<file path="config.mk">
export PLATFORM = sky130hd
export DESIGN_NAME = anc_sample_tx
export DESIGN_NICKNAME = d
export VERILOG_FILES = /design/src/rtl/anc_pkg.sv /design/src/rtl/anc_sample_serializer.sv /design/src/rtl/anc_sample_tx.sv
export SDC_FILE = /design/constraint.sdc
export NUM_CORES = 1
export LEC_CHECK = 0
export BUFFER_PORTS_ARGS = -buffer_cell sky130_fd_sc_hd__buf_2
export CAP_MARGIN = 10
export CORE_MARGIN = 2
export CORE_UTILIZATION = 29
export DETAILED_ROUTE_END_ITERATION = 7
export PLACE_DENSITY = 0.42
export SLEW_MARGIN = 30
export SYNTH_ARGS = -nofsm -noshare
export SYNTH_HDL_FRONTEND = slang
export SYNTH_SLANG_ARGS = --single-unit
</file>
<file path="constraint.sdc">
create_clock -name Clk_100M -period 4.82 [get_ports Clk_100M]
set_input_delay 1.205 -clock Clk_100M [delete_from_list [all_inputs] [get_ports Clk_100M]]
set_output_delay 1.205 -clock Clk_100M [all_outputs]
set_load 0.1 [all_outputs]
</file>
<file path="src/rtl/anc_pkg.sv">
// Shared defaults, FSM state type and parameter legality check for the
// anti-noise sample transmitter.
package anc_pkg;

  localparam int unsigned DefSamplePeriod = 2048;
  localparam int unsigned DefDataW        = 16;
  localparam int unsigned DefSyncW        = 4;
  localparam int unsigned DefSclkDiv      = 4;

  typedef enum logic [1:0] {
    StIdle,
    StSync,
    StShift
  } anc_state_e;

  // The whole sync + shift burst plus two spare clocks must fit in one frame.
  function automatic bit params_legal(input int unsigned period, input int unsigned data_w,
                                      input int unsigned sync_w, input int unsigned sclk_div);
    return (period >= 64) && (period <= 65535) &&
           (sync_w >= 1) && (sync_w <= 15) &&
           (sclk_div >= 1) && (sclk_div <= 255) &&
           (data_w >= 1) &&
           (period >= sync_w + data_w * 2 * sclk_div + 2);
  endfunction

endpackage

</file>
<file path="src/rtl/anc_sample_serializer.sv">
// MSB-first serializer: holds the frame sample, divides the bit clock and
// emits SClk/SData with data changing only while SClk is low.
module anc_sample_serializer #(
  parameter int unsigned DATA_W   = 16,
  parameter int unsigned SCLK_DIV = 4
) (
  input  logic              clk_i,
  input  logic              reset_i,
  input  logic              load_i,
  input  logic [DATA_W-1:0] load_data_i,
  input  logic              start_i,
  output logic              sclk_o,
  output logic              sdata_o,
  output logic              done_o
);

  localparam int unsigned PhW  = $clog2(2 * SCLK_DIV);
  localparam int unsigned BitW = (DATA_W > 1) ? $clog2(DATA_W) : 1;

  localparam logic [PhW-1:0]  PhLast  = PhW'(2 * SCLK_DIV - 1);
  localparam logic [PhW-1:0]  PhHigh  = PhW'(SCLK_DIV);
  localparam logic [BitW-1:0] BitLast = BitW'(DATA_W - 1);

  logic [DATA_W-1:0] shift_q, shift_d;
  logic [PhW-1:0]    ph_q, ph_d;
  logic [BitW-1:0]   bit_q, bit_d;
  logic              active_q, active_d;
  logic              sclk_q, sclk_d;
  logic              sdata_q, sdata_d;
  logic              bit_end;

  assign bit_end = active_q && (ph_q == PhLast);
  assign done_o  = bit_end && (bit_q == BitLast);
  assign sclk_o  = sclk_q;
  assign sdata_o = sdata_q;

  always_comb begin
    shift_d  = shift_q;
    ph_d     = ph_q;
    bit_d    = bit_q;
    active_d = active_q;
    sclk_d   = 1'b0;
    sdata_d  = 1'b0;
    if (load_i) begin
      shift_d  = load_data_i;
      ph_d     = '0;
      bit_d    = '0;
      active_d = 1'b0;
    end else if (start_i) begin
      active_d = 1'b1;
      ph_d     = '0;
      bit_d    = '0;
      sdata_d  = shift_q[DATA_W-1];
      shift_d  = shift_q << 1;
    end else if (done_o) begin
      active_d = 1'b0;
    end else if (bit_end) begin
      // New bit is presented right after the SClk falling edge.
      ph_d    = '0;
      bit_d   = bit_q + 1'b1;
      sdata_d = shift_q[DATA_W-1];
      shift_d = shift_q << 1;
    end else if (active_q) begin
      ph_d    = ph_q + 1'b1;
      sclk_d  = (ph_d >= PhHigh);
      sdata_d = sdata_q;
    end
  end

  always_ff @(posedge clk_i) begin
    if (reset_i) begin
      shift_q  <= '0;
      ph_q     <= '0;
      bit_q    <= '0;
      active_q <= 1'b0;
      sclk_q   <= 1'b0;
      sdata_q  <= 1'b0;
    end else begin
      shift_q  <= shift_d;
      ph_q     <= ph_d;
      bit_q    <= bit_d;
      active_q <= active_d;
      sclk_q   <= sclk_d;
      sdata_q  <= sdata_d;
    end
  end

endmodule

</file>
<file path="src/rtl/anc_sample_tx.sv">
// Anti-noise sample transmitter: one-deep holding register, free-running frame
// counter, frame-sync pulse and serial shift-out of one sample per frame.
module anc_sample_tx
  import anc_pkg::*;
#(
  parameter int unsigned SAMPLE_PERIOD = DefSamplePeriod,
  parameter int unsigned DATA_W        = DefDataW,
  parameter int unsigned SYNC_W        = DefSyncW,
  parameter int unsigned SCLK_DIV      = DefSclkDiv
) (
  input  logic              Clk_100M,
  input  logic              Reset,
  input  logic [DATA_W-1:0] Sample_In,
  input  logic              Sample_Valid,
  output logic              Sample_Ready,
  output logic              SSPIF_Out,
  output logic              SClk_Out,
  output logic              SData_Out,
  output logic              Underrun
);

  if (!params_legal(SAMPLE_PERIOD, DATA_W, SYNC_W, SCLK_DIV)) begin : gen_bad_params
    $fatal(1, "anc_sample_tx: illegal parameter set");
  end

  localparam int unsigned CntW = $clog2(SAMPLE_PERIOD);
  localparam logic [CntW-1:0] PeriodLast = CntW'(SAMPLE_PERIOD - 1);
  localparam logic [CntW-1:0] SyncEnd    = CntW'(SYNC_W);

  logic [CntW-1:0]   cnt_q, cnt_d;
  anc_state_e        state_q, state_d;
  logic [DATA_W-1:0] hold_q, hold_d;
  logic [DATA_W-1:0] last_q, last_d;
  logic              hold_full_q, hold_full_d;
  logic              ready_q, sspif_q, underrun_q;
  logic              wrap, fire, start, ser_done;
  logic [DATA_W-1:0] load_data;

  assign wrap      = (cnt_q == PeriodLast);
  assign cnt_d     = wrap ? '0 : cnt_q + 1'b1;
  assign fire      = Sample_Valid && ready_q;
  assign load_data = hold_full_q ? hold_q : last_q;

  always_comb begin
    hold_d      = hold_q;
    hold_full_d = hold_full_q;
    last_d      = last_q;
    if (wrap && hold_full_q) begin
      hold_full_d = 1'b0;
      last_d      = hold_q;
    end
    // A handshake on the wrap edge is only possible with the register empty,
    // so it always fills the register for the following frame.
    if (fire) begin
      hold_full_d = 1'b1;
      hold_d      = Sample_In;
    end
  end

  always_comb begin
    state_d = state_q;
    start   = 1'b0;
    case (state_q)
      StIdle: if (wrap) state_d = StSync;
      StSync: begin
        if (cnt_d == SyncEnd) begin
          state_d = StShift;
          start   = 1'b1;
        end
      end
      StShift: if (ser_done) state_d = StIdle;
      default: state_d = StIdle;
    endcase
  end

  always_ff @(posedge Clk_100M) begin
    if (Reset) begin
      cnt_q       <= PeriodLast;
      state_q     <= StIdle;
      hold_q      <= '0;
      hold_full_q <= 1'b0;
      last_q      <= '0;
      ready_q     <= 1'b0;
      sspif_q     <= 1'b0;
      underrun_q  <= 1'b0;
    end else begin
      cnt_q       <= cnt_d;
      state_q     <= state_d;
      hold_q      <= hold_d;
      hold_full_q <= hold_full_d;
      last_q      <= last_d;
      ready_q     <= ~hold_full_d;
      sspif_q     <= (cnt_d < SyncEnd);
      underrun_q  <= wrap && !hold_full_q;
    end
  end

  anc_sample_serializer #(
    .DATA_W   (DATA_W),
    .SCLK_DIV (SCLK_DIV)
  ) u_serializer (
    .clk_i       (Clk_100M),
    .reset_i     (Reset),
    .load_i      (wrap),
    .load_data_i (load_data),
    .start_i     (start),
    .sclk_o      (SClk_Out),
    .sdata_o     (SData_Out),
    .done_o      (ser_done)
  );

  assign Sample_Ready = ready_q;
  assign SSPIF_Out    = sspif_q;
  assign Underrun     = underrun_q;

endmodule

</file>
Word level (Yosys, flattened, before mapping)
Index checks and enable logic that the tools add are counted.
W data, S select, Z words.
{"block": "totals", "out_inout_bits": 5, "regBits": 75, "inputBits": 19}
{"block": "op_classes", "mux": 22, "reduce_logical": 17, "add_sub_neg": 3, "eq_ne": 11, "bitwise": 3, "n_lt_le_gt_ge": 2}
{"cell": "$mux W16", "count": 5}
{"cell": "$add A11 B1 Y11 const B", "count": 1}
{"cell": "$eq A11 B11 Y1 const B", "count": 1}
{"cell": "$eq A11 B3 Y1 const B", "count": 1}
{"cell": "$lt A11 B3 Y1 const B", "count": 1}
{"cell": "$mux W11", "count": 1}
{"cell": "$mux W1", "count": 10}
{"cell": "$mux W2", "count": 3}
{"cell": "$mux W3", "count": 2}
{"cell": "$ne A2 B2 Y1 const B", "count": 3}
{"cell": "$pmux W2 S3", "count": 1}
{"cell": "$reduce_and A2 Y1", "count": 3}
{"cell": "$reduce_or A6 Y1", "count": 1}
{"cell": "$logic_and A1 B1 Y1", "count": 5}
{"cell": "$add A4 B1 Y4 const B", "count": 1}
{"cell": "$eq A4 B4 Y1 const B", "count": 1}
{"cell": "$ne A4 B4 Y1 const B", "count": 1}
{"cell": "$reduce_bool A2 Y1", "count": 2}
{"cell": "$add A3 B1 Y3 const B", "count": 1}
{"cell": "$eq A3 B3 Y1 const B", "count": 1}
{"cell": "$ge A3 B3 Y1 const B", "count": 1}
{"cell": "$ne A3 B3 Y1 const B", "count": 1}
{"cell": "$not A1 Y1", "count": 3}
{"cell": "$reduce_and A3 Y1", "count": 1}
{"cell": "7 further kinds", "count": 7}

Longest topological paths before layout
{"block": "logic_depth", "ltp_word": 7, "depth_mapped": 9, "depth_no_buf": 7}

Cells and area by module
A second synthesis with hierarchy kept.
{"block": "hier_totals", "cells_unflattened": 402, "hier_area_um2": 3518.4}
{"module": "anc_sample_tx", "seq_area_each_um2": 980.9, "cells_each": 252, "area_each_um2": 2183.3, "instances": 1}
{"module": "anc_sample_serializer", "seq_area_each_um2": 520.5, "cells_each": 150, "area_each_um2": 1335.0, "instances": 1}

Least setup slack after synthesis
No wires, ideal clock.
{"block": "synth_path", "path_kind": "in2reg", "start": "input port Reset", "end": "register hold_q[0]", "setup_slack_ps": 2659, "setup_time_ps": 132, "n_path_buf": 3, "arrival_time_ps": 2029, "path_stages": 4, "path_cell_list": "clkbuf_1 > clkbuf_1 > clkbuf_1 > a21oi_1"}
{"element": "start: declaration", "line": "anc_sample_tx.sv:12", "rtl": "input logic Reset,"}
{"element": "end signal: assignment", "line": "anc_sample_tx.sv:89", "rtl": "hold_q <= hold_d;"}
{"element": "end: declaration", "line": "anc_sample_tx.sv:32", "rtl": "logic [DATA_W-1:0] hold_q, hold_d;"}
No word-level cell between the ends.

Worst setup path in the final report
{"block": "layout_path", "start": "register cnt_q[0]", "end": "register last_q[12]"}
{"block": "layout_between", "elab_chain_cells": 2}
{"element": "start: declaration", "line": "anc_sample_tx.sv:30", "rtl": "logic [CntW-1:0] cnt_q, cnt_d;"}
{"element": "start signal: assignment", "line": "anc_sample_tx.sv:78", "rtl": "cnt_q <= PeriodLast;"}
{"element": "start signal: assignment", "line": "anc_sample_tx.sv:87", "rtl": "cnt_q <= cnt_d;"}
{"element": "$eq A11 B11 Y1", "line": "anc_sample_tx.sv:39", "rtl": "assign wrap = (cnt_q == PeriodLast);"}
{"element": "$logic_and A1 B1 Y1", "line": "anc_sample_tx.sv:48", "rtl": "if (wrap && hold_full_q) begin"}
{"element": "end signal: assignment", "line": "anc_sample_tx.sv:91", "rtl": "last_q <= last_d;"}
{"element": "end: declaration", "line": "anc_sample_tx.sv:33", "rtl": "logic [DATA_W-1:0] last_q, last_d;"}
No other way between the ends.
A chain may end at the register's enable or synchronous reset.

==> impl_metrics.py <==
metrics = {
    "outcome": {
        "status": "complete, no violations",
    },
    "synthesis": {
        "seq_area_frac_synth_pct": 45.0,
        "ys_warn_count": 0,
        "yosysUniqueCellTypes": 41,
        "synthArstFlopShare_pct": 0,
        "netlist_instances": 403,
        "ys_ff_latch": 75,
        "synth_top_flop_cell": "dfxtp_1",
        "syn_area_mm2": 0.00334,
        "yosys.area.top_type": "dfxtp_1",
        "yosys-top-cells-area": "dfxtp_1 45%, nand2_1 12%, a21oi_1 6.0%",
        "synthTopCellsByCount": "105 x nand2_1, 75 x dfxtp_1, 40 x a21oi_1",
        "synth-edff-count": 0,
        "yosysMostFrequentCell": "nand2_1",
        "synth.net_count": 426,
        "avgSynthCellArea_um2": 8.29,
        "synth_top_area_share_pct": 45.0,
    },
    "clocking": {
        "htreeDepth": 3,
        "cts_hold_buffers": 0,
        "clk_pin_slew_ns": 0.06,
        "cts_buffers": 9,
        "clk_latency_ns": 0.34,
        "cts_tree": "done",
        "cts.path.max_buffers": 2,
        "ctsRootBufferMaster": "clkbuf_16",
        "cts_setup_buffers": 0,
        "cts_resized": 0,
        "cts_sinks": 75,
    },
    "sta": {
        "rsz0062_at_grt": "false",
        "finalSetupTns_ns": 0,
        "max_freq_ghz": 0.409,
        "report.final.slew_viol_count": 0,
        "hold_violations": 0,
        "min_period_over_period_pct": 50.7,
        "setup_viol": 0,
        "clock_skew_ns": 0.00564,
        "tightest_slew_ns": 0.716,
        "final.min_clock_period_ns": 2.44,
        "slew_headroom_pct": 51.9,
    },
    "setup_path": {
        "cp-start-kind": "flop",
        "cp-startpoint": "cnt_q[0]$_SDFF_PP1_",
        "critical_path.max_fanout": 29,
        "critPathRequiredTime_ns": 5.08,
        "regToRegStartpoint": "cnt_q[0]$_SDFF_PP1_",
        "cp_data_arrival_time_ns": 2.71,
        "end_kind": "flop",
        "crit_type": "flop to flop",
    },
    "power": {
        "power.density_mw_per_mm2": 478,
        "leakage_nw": 1.41,
        "ir_drop_uv": 183,
    },
    "detailed_routing": {
        "final_antenna_net_count": 0,
        "drt-pass1-iter-count": 5,
        "wire_per_inst_um": 12.7,
        "drc_errors": 0,
        "route.vias.total": 2673,
        "viasPerCell": 4.79,
        "drt_iter0_drc": 200,
        "drt-total-wl_um": 7090,
    },
    "global_route": {
        "grtUsageMet1_pct": 16.1,
        "grt_max_degree": 45,
        "grt_antenna_before_repair": 0,
        "grt_usage_pct": 12.2,
        "grtUsageMet3_pct": 3.28,
        "grt_pass1_vias": 2541,
        "grt_overflow": 0,
        "grt_util_met2_pct": 17.9,
        "grt_busiest_layer": "met2",
        "grt_pass1_wl_um": 12200,
    },
    "hold_path": {
        "hold_class": "flop to flop",
        "min_from": "last_q[14]$_SDFFE_PP0P_",
    },
    "run": {
        "max_cap_violations": 0,
    },
    "floorplan": {
        "start_util_pct": 29.5,
        "die_h_um": 111,
        "ios": 24,
        "rows": 39,
        "core_mm2": 0.0113,
        "die_w_um": 111,
        "die-area_mm2": 0.0124,
    },
    "place": {
        "portBuffers": 23,
        "placed_cells": 543,
        "dp_hpwl_um": 4550,
        "gp_congestion": 0.719,
        "place_area_mm2": 0.00354,
    },
    "final_layout": {
        "final_cells": 558,
        "drive_gt1_share_pct": 11.3,
        "final_util_pct": 33.8,
        "syn_to_final_growth_pct": 14.4,
        "insertedDiodeCount": 0,
        "nNetsFinal": 434,
        "stdcell_area_mm2": 0.00382,
    },
}
worst paths after layout:
check / endpoint / slack (ns) / cells after the start
setup reg to reg: last_q[12]$_SDFFE_PP0P_ / 2.38 / 7
hold reg to reg: last_q[14]$_SDFFE_PP0P_ / 0.45 / 2
hold / removal: last_q[14]$_SDFFE_PP0P_ / 0.45 / 2
setup / recovery: last_q[12]$_SDFFE_PP0P_ / 2.38 / 7
per-layer routing:
| metal | share of wire [%] | wire (um) |
|---|---|---|
| met1 | 52 | 3710 |
| met2 | 41 | 2880 |
| met3 | 4.4 | 310 |
| met4 | 2.6 | 187 |
| met5 | 0 | 0 |
kinds of logic (layout without fill, tap and decap cells):
family	Yosys count	in the layout	synth area share, %
compound gates	93	93	17.6
xor+xnor	7	7	1.84
fa+ha+maj	4	4	1.50
buf+inv	34	46	4.53
flops	75	75	45.0
mux	18	18	5.40
simple gates	172	172	24.1
power by group:
part           switching (mW)  internal (mW)  total (mW)  leakage, nW
clock network           0.246          0.386       0.631        0.141
logic                   0.286          0.161       0.448        0.661
registers              0.0660          0.682       0.748        0.609
state kept, by name (all words and copies together), names as in the netlist, 2 cells and up:
register,count
u_serializer.shift_q,16
u_serializer.bit_q,4
cnt_q,11
last_q,16
hold_q,16
state_q,2
u_serializer.ph_q,3
through the flow:
step	setup slack [ns]	hold slack, ns	power [mW]
global placement	2.13	0.439	1.21
CTS	2.13	0.447	1.86
detailed placement	2.17	0.435	1.21
finish	2.38	0.451	1.83
global route	2.11	0.474	1.94
floorplan	2.66	0.422	1.11
worst max-delay path, stage by stage, from the launching register on:
cell	delay [ns]
dfxtp_1	0.37
ha_1	0.29
nand4_1	0.22
nor4_2	0.30
buf_4	0.33
and2_1	0.60
nand2_1	0.12
a21oi_1	0.13
cell type report:
type / instances / area (um2)
Timing Repair Buffer: 29 / 160
Clock buffer: 13 / 270
Multi-Input combinational cell: 294 / 1690
Clock inverter: 2 / 10.0
Fill cell: 1215 / 7500
Inverter: 2 / 7.51
Tap cell: 143 / 179
Sequential cell: 75 / 1500
cell usage in the layout (no fill, tap or decap), types with 2 or more instances in the layout:
master and n:
nand2b_1 5, nand3_1 5, clkbuf_8 3, a31oi_1 3, a21o_1 3, nand4b_1 15
nand4_1 5, nor2_1 18, o31ai_1 2, dfxtp_1 75, nor3_1 2, inv_1 2
nor2b_1 3, clkinv_2 2, ha_1 4, xnor2_1 6, and2_1 2, a21oi_1 40
and3_1 4, nand2_1 105, a211o_1 16, mux2i_1 18, buf_4 6, buf_2 23
clkbuf_16 9, o21bai_1 6, o21ai_0 17
No activity file was read; power rests on OpenSTA's default activity.
